$ cat src/rtl/wide_add_pkg.sv
// ----------------------------------------------------------------------------
// wide_add_pkg
// Shared definitions for the wide-operand add sequencer.
//   LIMB_W  : width of one limb handled by the 16-bit adder per cycle
//   state_t : FSM state encoding (IDLE, RUN, DONE)
// ----------------------------------------------------------------------------
package wide_add_pkg;

    localparam int unsigned LIMB_W = 16;

    typedef logic [1:0] state_t;

    localparam state_t IDLE = 2'd0;
    localparam state_t RUN  = 2'd1;
    localparam state_t DONE = 2'd2;

endpackage

$ cat src/rtl/adder_16bit.sv
// ----------------------------------------------------------------------------
// adder_16bit
// Combinational 16-bit two's-complement adder.
//   a, b     : operands
//   cin      : carry-in
//   sum      : (a + b + cin) mod 2^16
//   cout     : carry out of bit 15
//   overflow : signed overflow (operands share a sign that the result lacks)
// ----------------------------------------------------------------------------
module adder_16bit (
    input  logic [15:0] a,
    input  logic [15:0] b,
    input  logic        cin,
    output logic [15:0] sum,
    output logic        cout,
    output logic        overflow
);

    logic [16:0] full;

    always_comb begin
        full     = {1'b0, a} + {1'b0, b} + {16'd0, cin};
        sum      = full[15:0];
        cout     = full[16];
        overflow = (a[15] == b[15]) && (full[15] != a[15]);
    end

endmodule

$ cat src/rtl/wide_add_sequencer.sv
// ----------------------------------------------------------------------------
// wide_add_sequencer
// Multi-cycle wide adder built on one adder_16bit. An accepted operand pair is
// added one 16-bit limb per cycle, least-significant limb first, with the
// carry chained through a register.
//   clk, rst            : clock, synchronous active-high reset
//   in_valid / in_ready : operand handshake (in_ready high only in IDLE)
//   op_a, op_b, cin     : W-bit operands and carry-in, W = 16*WORDS
//   out_valid/out_ready : result handshake (out_valid high only in DONE)
//   sum, cout, overflow : full-width sum, carry out, signed overflow
// ----------------------------------------------------------------------------
module wide_add_sequencer
    import wide_add_pkg::*;
#(
    parameter int unsigned WORDS = 4
) (
    input  logic                    clk,
    input  logic                    rst,
    input  logic                    in_valid,
    output logic                    in_ready,
    input  logic [LIMB_W*WORDS-1:0] op_a,
    input  logic [LIMB_W*WORDS-1:0] op_b,
    input  logic                    cin,
    output logic                    out_valid,
    input  logic                    out_ready,
    output logic [LIMB_W*WORDS-1:0] sum,
    output logic                    cout,
    output logic                    overflow
);

    localparam int unsigned W     = LIMB_W * WORDS;
    localparam int unsigned IDX_W = (WORDS > 1) ? $clog2(WORDS) : 1;

    state_t            state_q, state_d;
    logic [W-1:0]      a_q, a_d;
    logic [W-1:0]      b_q, b_d;
    logic [W-1:0]      sum_q, sum_d;
    logic              carry_q, carry_d;
    logic [IDX_W-1:0]  idx_q, idx_d;
    logic              cout_q, cout_d;
    logic              ovf_q, ovf_d;

    logic [LIMB_W-1:0] limb_a, limb_b, limb_sum;
    logic              limb_cout, limb_ovf;
    logic              last_limb;

    // Select the current limb of each latched operand.
    always_comb begin
        limb_a = '0;
        limb_b = '0;
        for (int unsigned i = 0; i < WORDS; i++) begin
            if (idx_q == IDX_W'(i)) begin
                limb_a = a_q[i*LIMB_W +: LIMB_W];
                limb_b = b_q[i*LIMB_W +: LIMB_W];
            end
        end
    end

    adder_16bit u_adder (
        .a        (limb_a),
        .b        (limb_b),
        .cin      (carry_q),
        .sum      (limb_sum),
        .cout     (limb_cout),
        .overflow (limb_ovf)
    );

    assign last_limb = (idx_q == IDX_W'(WORDS - 1));

    always_comb begin
        state_d = state_q;
        a_d     = a_q;
        b_d     = b_q;
        sum_d   = sum_q;
        carry_d = carry_q;
        idx_d   = idx_q;
        cout_d  = cout_q;
        ovf_d   = ovf_q;

        case (state_q)
            IDLE: begin
                if (in_valid) begin
                    a_d     = op_a;
                    b_d     = op_b;
                    carry_d = cin;
                    idx_d   = '0;
                    sum_d   = '0;
                    state_d = RUN;
                end
            end
            RUN: begin
                for (int unsigned i = 0; i < WORDS; i++) begin
                    if (idx_q == IDX_W'(i)) begin
                        sum_d[i*LIMB_W +: LIMB_W] = limb_sum;
                    end
                end
                carry_d = limb_cout;
                idx_d   = idx_q + 1'b1;
                // Only the top limb's carry and overflow describe the full-width add.
                if (last_limb) begin
                    cout_d  = limb_cout;
                    ovf_d   = limb_ovf;
                    state_d = DONE;
                end
            end
            DONE: begin
                if (out_ready) begin
                    state_d = IDLE;
                end
            end
            default: state_d = IDLE;
        endcase
    end

    always_ff @(posedge clk) begin
        if (rst) begin
            state_q <= IDLE;
            a_q     <= '0;
            b_q     <= '0;
            sum_q   <= '0;
            carry_q <= 1'b0;
            idx_q   <= '0;
            cout_q  <= 1'b0;
            ovf_q   <= 1'b0;
        end else begin
            state_q <= state_d;
            a_q     <= a_d;
            b_q     <= b_d;
            sum_q   <= sum_d;
            carry_q <= carry_d;
            idx_q   <= idx_d;
            cout_q  <= cout_d;
            ovf_q   <= ovf_d;
        end
    end

    // Handshake flags are pure state decodes.
    assign in_ready  = (state_q == IDLE);
    assign out_valid = (state_q == DONE);
    assign sum       = sum_q;
    assign cout      = cout_q;
    assign overflow  = ovf_q;

endmodule

$ cat config.mk
export PLATFORM = sky130hd
export DESIGN_NAME = wide_add_sequencer
export DESIGN_NICKNAME = d
export VERILOG_FILES = /design/src/rtl/wide_add_pkg.sv /design/src/rtl/adder_16bit.sv /design/src/rtl/wide_add_sequencer.sv
export SDC_FILE = /design/constraint.sdc
export NUM_CORES = 1
export LEC_CHECK = 0
export ABC_AREA = 1
export ABC_CLOCK_PERIOD_IN_PS = 9100
export BUFFER_PORTS_ARGS = -buffer_cell sky130_fd_sc_hd__buf_4
export CORE_UTILIZATION = 58
export DETAILED_ROUTE_END_ITERATION = 10
export PLACE_DENSITY_LB_ADDON = 0.3
export SLEW_MARGIN = 10
export SYNTH_ARGS = -nofsm -noshare
export SYNTH_HDL_FRONTEND = slang
export SYNTH_SLANG_ARGS = --single-unit
$ cat constraint.sdc
create_clock -name clk -period 9.1 [get_ports clk]
set_input_delay 0.455 -clock clk [delete_from_list [all_inputs] [get_ports clk]]
set_output_delay 0.455 -clock clk [all_outputs]
set_load 0.01 [all_outputs]
==> impl_metrics.tcl, run 1 <==
set metrics [dict create \
    nets 1474 \
    max_slew_margin_pct 20.2 \
    path_clk_slew_ps 70 \
    p_sw_share_pct 28.7 \
    r2r_start "idx_q[1]" \
    htreeDepth 4 \
    drive_gt1_share_pct 19.6 \
    numCtsBuffers 17 \
    powerDensity_nw_per_um2 208 \
    grt_pass1_wl_mm 39.2 \
    finClkSkew_ps 10.6 \
    synthCells 1178 \
    hpwl_mm 17.0 \
    grt_pass1_vias 7830 \
    ys_warn_count 0 \
    place_congestion 0.935 \
    clk_latency_ps 440 \
    p_int_mw 1.59 \
    ys_async_sr_fraction_pct 0 \
    drv_cap 0 \
    cts.hold.buffers_added 0 \
    netlist_area_um2 8680 \
    vdd_ir_drop_max_v 0.000188 \
    hold_class "in2reg" \
    synthTopCellsByArea "dfxtp_1, nor2_1, o21ai_0" \
    cts.path.max_buffers 2 \
    viasPerCell 5.59 \
    period_minus_slack_ps 4430 \
    total_power_mw 2.23 \
    drt-initial-drc-count 704 \
    grt_max_degree 119 \
    cts_sinks 199 \
    hold_start "op_b[11]" \
    yosysSeqAreaShare_pct 45.9 \
    synthToLayoutAreaGrowth_pct 23.3 \
    setup_tns_ps 0 \
    cts_tree "yes" \
    multi_input_area_um2 4130 \
    dieArea_um2 15500 \
    p_sw_mw 0.639 \
    vias 8473 \
    worst_pin_slew_ps 1200 \
    core-area_um2 14600 \
    pwr-share-clk_pct 36.0 \
    start_util_pct 59.5 \
    end_kind "flop" \
    r2r_end "sum[42]" \
    drv_slew 0 \
    worst_setup_path_start_kind "flop" \
    first_pass_iters 5 \
    reg2regPathDepth 19 \
    hold_depth 3 \
    regArea_um2 3980 \
    drt_wl_total_mm 24.2 \
    finalSetupViolCount 0 \
    yosysTopAreaCell "dfxtp_1" \
    cts_root_buffer "clkbuf_16" \
    synth_area_per_cell_um2 7.37 \
    grt_setup_unrepaired "false" \
    ys_types 33 \
    rows 44 \
    fmax_mhz 226 \
    whs_ps 257 \
    min_to "b_q[11]" \
    leakagePower_nw 4.85 \
    fp.dieW_um 124 \
    grt.overflow.total 0 \
    cp.arrival_ps 4790 \
    place_worst_setup_slack_ps 4820 \
    n_antenna_cell 0 \
    path_max_fanout 32 \
    num_io_pins 201 \
    fillers 1180 \
    period_share_pct 48.7 \
    rrSetupSlack_ps 4670 \
    pwr-share-comb_pct 19.4 \
    ys.flop_type "dfxtp_1" \
    antenna_found_initial 0 \
    synth-edff-count 0 \
    ctsResizeCount 0 \
    io_buffers 200 \
    status "finished, final reports clean" \
    worstPathRequired_ps 9460 \
    fin_util_pct 73.3 \
    die_y_um 124 \
    drc 0 \
    syn-num-nets 1332 \
    seqPwrFrac_pct 44.5 \
    hold_violations 0 \
    grt_use_total_pct 31.8 \
    cts_setup_buffers 0 \
    routedWlPerCell_um 15.9 \
    synth_seq_cells 199 \
    synth_top_cell_area_share_pct 45.9 \
    drtAntennaViolNets 0 \
    crit_type "reg2reg" \
    fin_ws_ps 4670 \
]
==> kinds of logic (layout without fill, tap and decap cells) <==
family | after synthesis | after routing | share of synthesized area, %
AND/OR/NAND/NOR | 439 | 439 | 19.8
adder cells (fa/ha/maj) | 21 | 21 | 3.20
AO/OA/AOI/OAI | 390 | 390 | 24.4
flip-flops | 199 | 199 | 45.9
buffers and inverters | 129 | 284 | 6.60
==> cell usage after synthesis, types with 3 or more instances <==
cell,number
a21oi_1,110
a21oi_2,11
a221oi_1,7
a22o_1,6
a22oi_1,18
buf_2,20
buf_4,9
buf_6,4
clkbuf_1,48
dfxtp_1,199
ha_1,19
inv_1,41
inv_2,6
nand2_1,116
nand3_1,19
nand3b_1,3
nor2_1,292
o211ai_1,3
o21ai_0,216
o21ai_1,12
o21bai_1,3
==> cell type report <==
class                      count  area share (%)
tap                          184            2.15
inverter                      47            1.70
multi-input combinational    850            38.6
clock buffer                  23            4.66
sequential                   199            37.2
clock inverter                 9            1.26
timing repair buffer         205            14.4
==> worst max-delay path by stage <==
| stage | startpoint | to | slack [ps] | cells after the start |
|---|---|---|---|---|
| 6_report | idx_q[1] | sum[42] | 4670 | 19 |
| 5_1_grt | idx_q[1] | sum[42] | 4180 | 20 |
| 4_1_cts | idx_q[1] | sum[42] | 4760 | 19 |
| 3_5_place_dp | idx_q[1] | sum[42] | 4820 | 20 |
| 3_3_place_gp | idx_q[1] | sum[42] | 4940 | 20 |
| 2_1_floorplan | idx_q[1] | sum[10] | 5970 | 20 |
==> metrics by stage <==
step / std cells / area (µm²)
after detailed placement: 1485 / 10100
after global placement: 1485 / 10100
after floorplan: 1178 / 8680
final: 1517 / 10700
after global routing: 1517 / 10700
after CTS: 1517 / 10700
==> cell usage in the layout (no fill, tap or decap), types with 3 or more instances in the layout <==
| cell | Yosys | routed |
|---|---|---|
| o21ai_1 | 12 | 11 |
| o21bai_1 | 3 | 3 |
| bufinv_16 | 0 | 3 |
| o21ai_0 | 216 | 215 |
| clkbuf_16 | 0 | 17 |
| inv_1 | 41 | 40 |
| nand2_1 | 116 | 116 |
| nand3_1 | 19 | 19 |
| a21oi_1 | 110 | 110 |
| a22oi_1 | 18 | 18 |
| buf_4 | 9 | 205 |
| a21oi_2 | 11 | 11 |
| a22o_1 | 6 | 6 |
| dfxtp_1 | 199 | 199 |
| o211ai_1 | 3 | 3 |
| inv_2 | 6 | 5 |
| nand3b_1 | 3 | 3 |
| ha_1 | 19 | 19 |
| nor2_1 | 292 | 292 |
| clkbuf_8 | 0 | 5 |
| a221oi_1 | 7 | 7 |
==> power by group through the flow <==
stage	clock network, mW	registers [mW]	logic (mW)
6_report	0.802	0.991	0.433
5_1_grt	0.842	0.998	0.483
4_1_cts	0.803	0.990	0.429
3_5_place_dp	0	1.01	0.424
3_3_place_gp	0	1.01	0.418
2_1_floorplan	0	1.01	0.268
==> routing by layer <==
metal	track usage [%]	vias up	routed length (µm)
met2	52.6	312	11500
met5	0	-	0
li1	-	4203	-
met3	6.62	42	1410
met1	41.4	3916	10700
met4	10.4	0	564
==> flip-flops by register name, indices dropped and copies added, names as in the netlist <==
register,flops
overflow,1
sum,64
a_q,64
b_q,64
state_q,2
cout,1
carry_q,1
idx_q,2
==> critical path, stage by stage, from the launching register on <==
cell and delay [ps]:
dfxtp_1 380, inv_1 80, ha_1 590, inv_2 240, nand2_1 100, inv_2 420
a22oi_1 120, o21ai_0 290, o21ai_0 180, fa_1 440, fa_1 370, inv_1 100
nand3_1 80, nand2_1 160, nand2_1 70, nand2_1 110, nand3_1 110, nand3b_1 90
nand3_1 210, a21oi_1 210
(Power assumes the default switching activity.)
==> inputs of run 2 (changes only) <==
--- a/config.mk
+++ b/config.mk
@@ -6,9 +6,9 @@
 export NUM_CORES = 1
 export LEC_CHECK = 0
 export ABC_AREA = 1
-export ABC_CLOCK_PERIOD_IN_PS = 9100
+export ABC_CLOCK_PERIOD_IN_PS = 4000
 export BUFFER_PORTS_ARGS = -buffer_cell sky130_fd_sc_hd__buf_4
-export CORE_UTILIZATION = 58
+export CORE_UTILIZATION = 49
 export DETAILED_ROUTE_END_ITERATION = 10
 export PLACE_DENSITY_LB_ADDON = 0.3
 export SLEW_MARGIN = 10
==> constraint.sdc (replaced) <==
create_clock -name clk -period 4 [get_ports clk]
set_input_delay 0.2 -clock clk [delete_from_list [all_inputs] [get_ports clk]]
set_output_delay 0.2 -clock clk [all_outputs]
set_load 0.01 [all_outputs]
==> impl_metrics.tcl, run 2 (synthesis gave the netlist of run 1 again) <==
set metrics [dict create \
    vdd_ir_drop_max_v 0.000330 \
    ctsResizeCount 0 \
    p_sw_share_pct 29.2 \
    drv_cap 0 \
    cts_tree "yes" \
    grt_setup_unrepaired "false" \
    vias 8308 \
    final_common_cell "nor2_1" \
    drive_gt1_share_pct 19.9 \
    powerDensity_nw_per_um2 466 \
    path_clk_slew_ps 70 \
    finalSetupViolCount 0 \
    crit_type "reg2reg" \
    place_worst_setup_slack_ps 516 \
    io_buffers 200 \
    fp.dieW_um 135 \
    setup_tns_ps 0 \
    viasPerCell 5.32 \
    grt_pass1_wl_mm 38.4 \
    num_io_pins 201 \
    rows 48 \
    layout_common_cells "nor2_1, o21ai_0, buf_4" \
    leakagePower_nw 4.86 \
    numCtsBuffers 17 \
    htreeDepth 4 \
    cp.arrival_ps 3830 \
    grt_pass1_vias 7583 \
    dieArea_um2 18200 \
    place_area_um2 10200 \
    p_sw_mw 1.47 \
    antenna_found_initial 0 \
    drc 0 \
    status "finished, final reports clean" \
    grt_use_total_pct 27.2 \
    hpwl_mm 17.6 \
    worst_pin_slew_ps 1130 \
    place_congestion 0.881 \
    end_kind "flop" \
    synthToLayoutAreaGrowth_pct 24.2 \
    rrSetupSlack_ps 450 \
    drv_slew 0 \
    die_y_um 135 \
    cts.path.max_buffers 2 \
    worst_setup_path_start_kind "flop" \
    grt.overflow.total 0 \
    period_share_pct 88.8 \
    period_minus_slack_ps 3550 \
    r2r_end "sum[38]" \
    drt_wl_total_mm 24.5 \
    drt-initial-drc-count 656 \
    worstPathRequired_ps 4280 \
    final_area_um2 10800 \
    pwr-share-comb_pct 19.8 \
    hold_depth 3 \
    hold_class "in2reg" \
    fin_util_pct 62.3 \
    n_antenna_cell 0 \
    fmax_mhz 282 \
    drtAntennaViolNets 0 \
    hold_start "op_b[40]" \
    fin_ws_ps 450 \
    stdcell_count 1563 \
    reg2regPathDepth 18 \
    placed_cells 1532 \
    total_power_mw 5.02 \
    cts_setup_buffers 0 \
    max_slew_margin_pct 24.9 \
    pwr-share-clk_pct 35.4 \
    first_pass_iters 5 \
    start_util_pct 50.2 \
    r2r_start "idx_q[1]" \
    cts_root_buffer "clkbuf_16" \
    cts.hold.buffers_added 0 \
    seqPwrFrac_pct 44.8 \
    cts_sinks 199 \
    hold_violations 0 \
    nets 1480 \
    p_int_mw 3.55 \
    routedWlPerCell_um 15.7 \
    clk_latency_ps 440 \
    core-area_um2 17300 \
    finClkSkew_ps 12.0 \
    grt_max_degree 148 \
    whs_ps 8.55 \
    path_max_fanout 17 \
    min_to "b_q[40]" \
]
==> run 2: worst max path at each step <==
stage,start,end,slack (ps),depth (start not counted)
after floorplan,idx_q[1],sum[10],870,20
after global placement,idx_q[1],sum[22],610,18
after detailed placement,idx_q[1],sum[22],520,18
after CTS,idx_q[1],sum[38],490,18
after global routing,idx_q[1],sum[6],110,18
final,idx_q[1],sum[38],450,18
==> run 2: layout make-up <==
| type | count | area [µm²] |
|---|---|---|
| Clock buffer | 19 | 443 |
| Clock inverter | 12 | 165 |
| Fill cell | 1593 | 6520 |
| Inverter | 47 | 181 |
| Multi-Input combinational cell | 850 | 4130 |
| Sequential cell | 199 | 3980 |
| Tap cell | 225 | 282 |
| Timing Repair Buffer | 211 | 1600 |
==> run 2: power by group through the flow <==
| stage | logic (mW) | clock network (mW) | registers (mW) |
|---|---|---|---|
| floorplan | 0.609 | 0 | 2.29 |
| global placement | 0.964 | 0 | 2.29 |
| detailed placement | 0.981 | 0 | 2.29 |
| CTS | 0.988 | 1.79 | 2.25 |
| global route | 1.11 | 1.87 | 2.27 |
| finish | 0.992 | 1.78 | 2.25 |
==> run 2: worst max-delay path, cell delays in order (launching register included) <==
cell,delay [ps]
dfxtp_1,400
inv_1,80
ha_1,210
inv_2,90
nand2_1,70
inv_2,250
a22oi_1,110
o21ai_0,210
o21ai_0,150
fa_1,420
fa_1,370
inv_1,100
nand3_1,70
nand2_1,160
nand2_1,80
nand2_1,120
a21oi_1,80
o21ai_0,300
a21oi_1,130
==> run 2: metal layers <==
| layer | global-route usage, % | part of all wire (%) | vias to the layer above |
|---|---|---|---|
| met3 | 5.11 | 5.0 | 23 |
| met2 | 46.0 | 49 | 235 |
| li1 | - | - | 4219 |
| met4 | 6.93 | 1.4 | 0 |
| met1 | 35.4 | 45 | 3831 |
| met5 | 0 | 0 | - |
==> inputs of run 3 (changes only) <==
--- a/config.mk
+++ b/config.mk
@@ -8,7 +8,9 @@
 export ABC_AREA = 1
 export ABC_CLOCK_PERIOD_IN_PS = 4000
 export BUFFER_PORTS_ARGS = -buffer_cell sky130_fd_sc_hd__buf_4
-export CORE_UTILIZATION = 49
+export CELL_PAD_IN_SITES_DETAIL_PLACEMENT = 1
+export CELL_PAD_IN_SITES_GLOBAL_PLACEMENT = 1
+export CORE_UTILIZATION = 35
 export DETAILED_ROUTE_END_ITERATION = 10
 export PLACE_DENSITY_LB_ADDON = 0.3
 export SLEW_MARGIN = 10
==> impl_metrics.tcl, run 3 (synthesis gave the netlist of run 1 again) <==
set metrics [dict create \
    max_slew_margin_pct 22.2 \
    place_congestion 0.842 \
    worst_setup_path_start_kind "flop" \
    vdd_ir_drop_max_v 0.000264 \
    hold_depth 3 \
    grt_setup_unrepaired "false" \
    synthToLayoutAreaGrowth_pct 25.6 \
    grt_pass1_vias 8507 \
    cp.arrival_ps 3960 \
    n_antenna_cell 0 \
    drt-initial-drc-count 542 \
    leakagePower_nw 4.86 \
    clk_latency_ps 440 \
    hpwl_mm 20.5 \
    final_area_um2 10900 \
    cts_tree "yes" \
    powerDensity_nw_per_um2 459 \
    met1_length_mm 13.1 \
    hold_start "op_b[27]" \
    reg2regPathDepth 19 \
    fp.dieW_um 159 \
    end_kind "flop" \
    rrSetupSlack_ps 390 \
    final_common_cell "nor2_1" \
    ctsResizeCount 0 \
    antenna_found_initial 0 \
    fin_util_pct 44.8 \
    fmax_mhz 277 \
    dieArea_um2 25400 \
    status "finished, final reports clean" \
    core-area_um2 24300 \
    cts_root_buffer "clkbuf_16" \
    hold_violations 0 \
    htreeDepth 4 \
    die_y_um 159 \
    dr_wl_met2_mm 13.8 \
    drv_slew 0 \
    io_buffers 200 \
    first_pass_iters 5 \
    worst_pin_slew_ps 1170 \
    numCtsBuffers 17 \
    drc 0 \
    drv_cap 0 \
    path_max_fanout 17 \
    finalSetupViolCount 0 \
    period_share_pct 90.3 \
    path_clk_slew_ps 80 \
    routedWlPerCell_um 16.9 \
    cts_setup_buffers 0 \
    vias 8339 \
    hold_class "in2reg" \
    rows 57 \
    worstPathRequired_ps 4350 \
    finClkSkew_ps 12.9 \
    setup_tns_ps 0 \
    viasPerCell 5.01 \
    min_to "b_q[27]" \
    cts.path.max_buffers 2 \
    start_util_pct 35.7 \
    grt.overflow.total 0 \
    period_minus_slack_ps 3610 \
    num_io_pins 201 \
    top_layer_used "met4" \
    routed-wl-met3_um 826 \
    cts.hold.buffers_added 0 \
    place_area_um2 10300 \
    r2r_end "sum[42]" \
    layout_common_cells "nor2_1, o21ai_0, buf_4" \
    grt_use_total_pct 22.4 \
    cts_sinks 199 \
    crit_type "reg2reg" \
    drive_gt1_share_pct 20.1 \
    total_power_mw 5.01 \
    grt_max_degree 136 \
    drtAntennaViolNets 0 \
    r2r_start "idx_q[1]" \
    whs_ps 3.97 \
    drt_wl_total_mm 28.2 \
    grt_pass1_wl_mm 44.7 \
    nets 1482 \
]
## run 3: worst max-delay path by stage
stage	slack [ps]	to	cells after the start	from
final	390	sum[42]	19	idx_q[1]
after floorplan	870	sum[10]	20	idx_q[1]
after global routing	40	sum[26]	19	idx_q[1]
after CTS	420	sum[42]	19	idx_q[1]
after global placement	600	sum[22]	18	idx_q[1]
after detailed placement	460	sum[38]	18	idx_q[1]
## run 3: where the power goes
group / switching (mW) / internal [mW]
Clock: 0.817 / 0.913
Combinational: 0.627 / 0.396
Sequential: 0.101 / 2.15
Total: 1.54 / 3.46
## run 3: per-stage QoR
step	std cells	worst slack (ps)
final	1665	387
after global routing	1665	43.6
after CTS	1665	420
after detailed placement	1633	457
after global placement	1633	600
after floorplan	1178	872
## run 3: worst max-delay path: stages, from the launching register on
cell and delay (ps):
dfxtp_1 380, inv_1 90, ha_1 210, inv_2 90, nand2_1 70, inv_2 250
a22oi_1 120, o21ai_0 190, o21ai_0 140, fa_1 430, fa_1 370, inv_1 110
nand3_1 80, nand2_1 180, nand2_1 70, nand2_1 120, nand3_1 110, nand3b_1 120
nand3_1 190, a21oi_1 190
## run 3: final cells by class
class	instances	area (µm²)
well taps	324	405
repair buffers	213	1610
fillers	3018	13400
clock buffers	19	453
multi-input cells	850	4130
clock inverters	13	138
flip-flops and latches	199	3980
inverters	47	181
## run 3: per-layer routing
layer,global-route usage [%],vias to the layer above
li1,-,4224
met1,28.5,3937
met2,39.8,155
met3,2.92,23
met4,6.08,0
met5,0,-
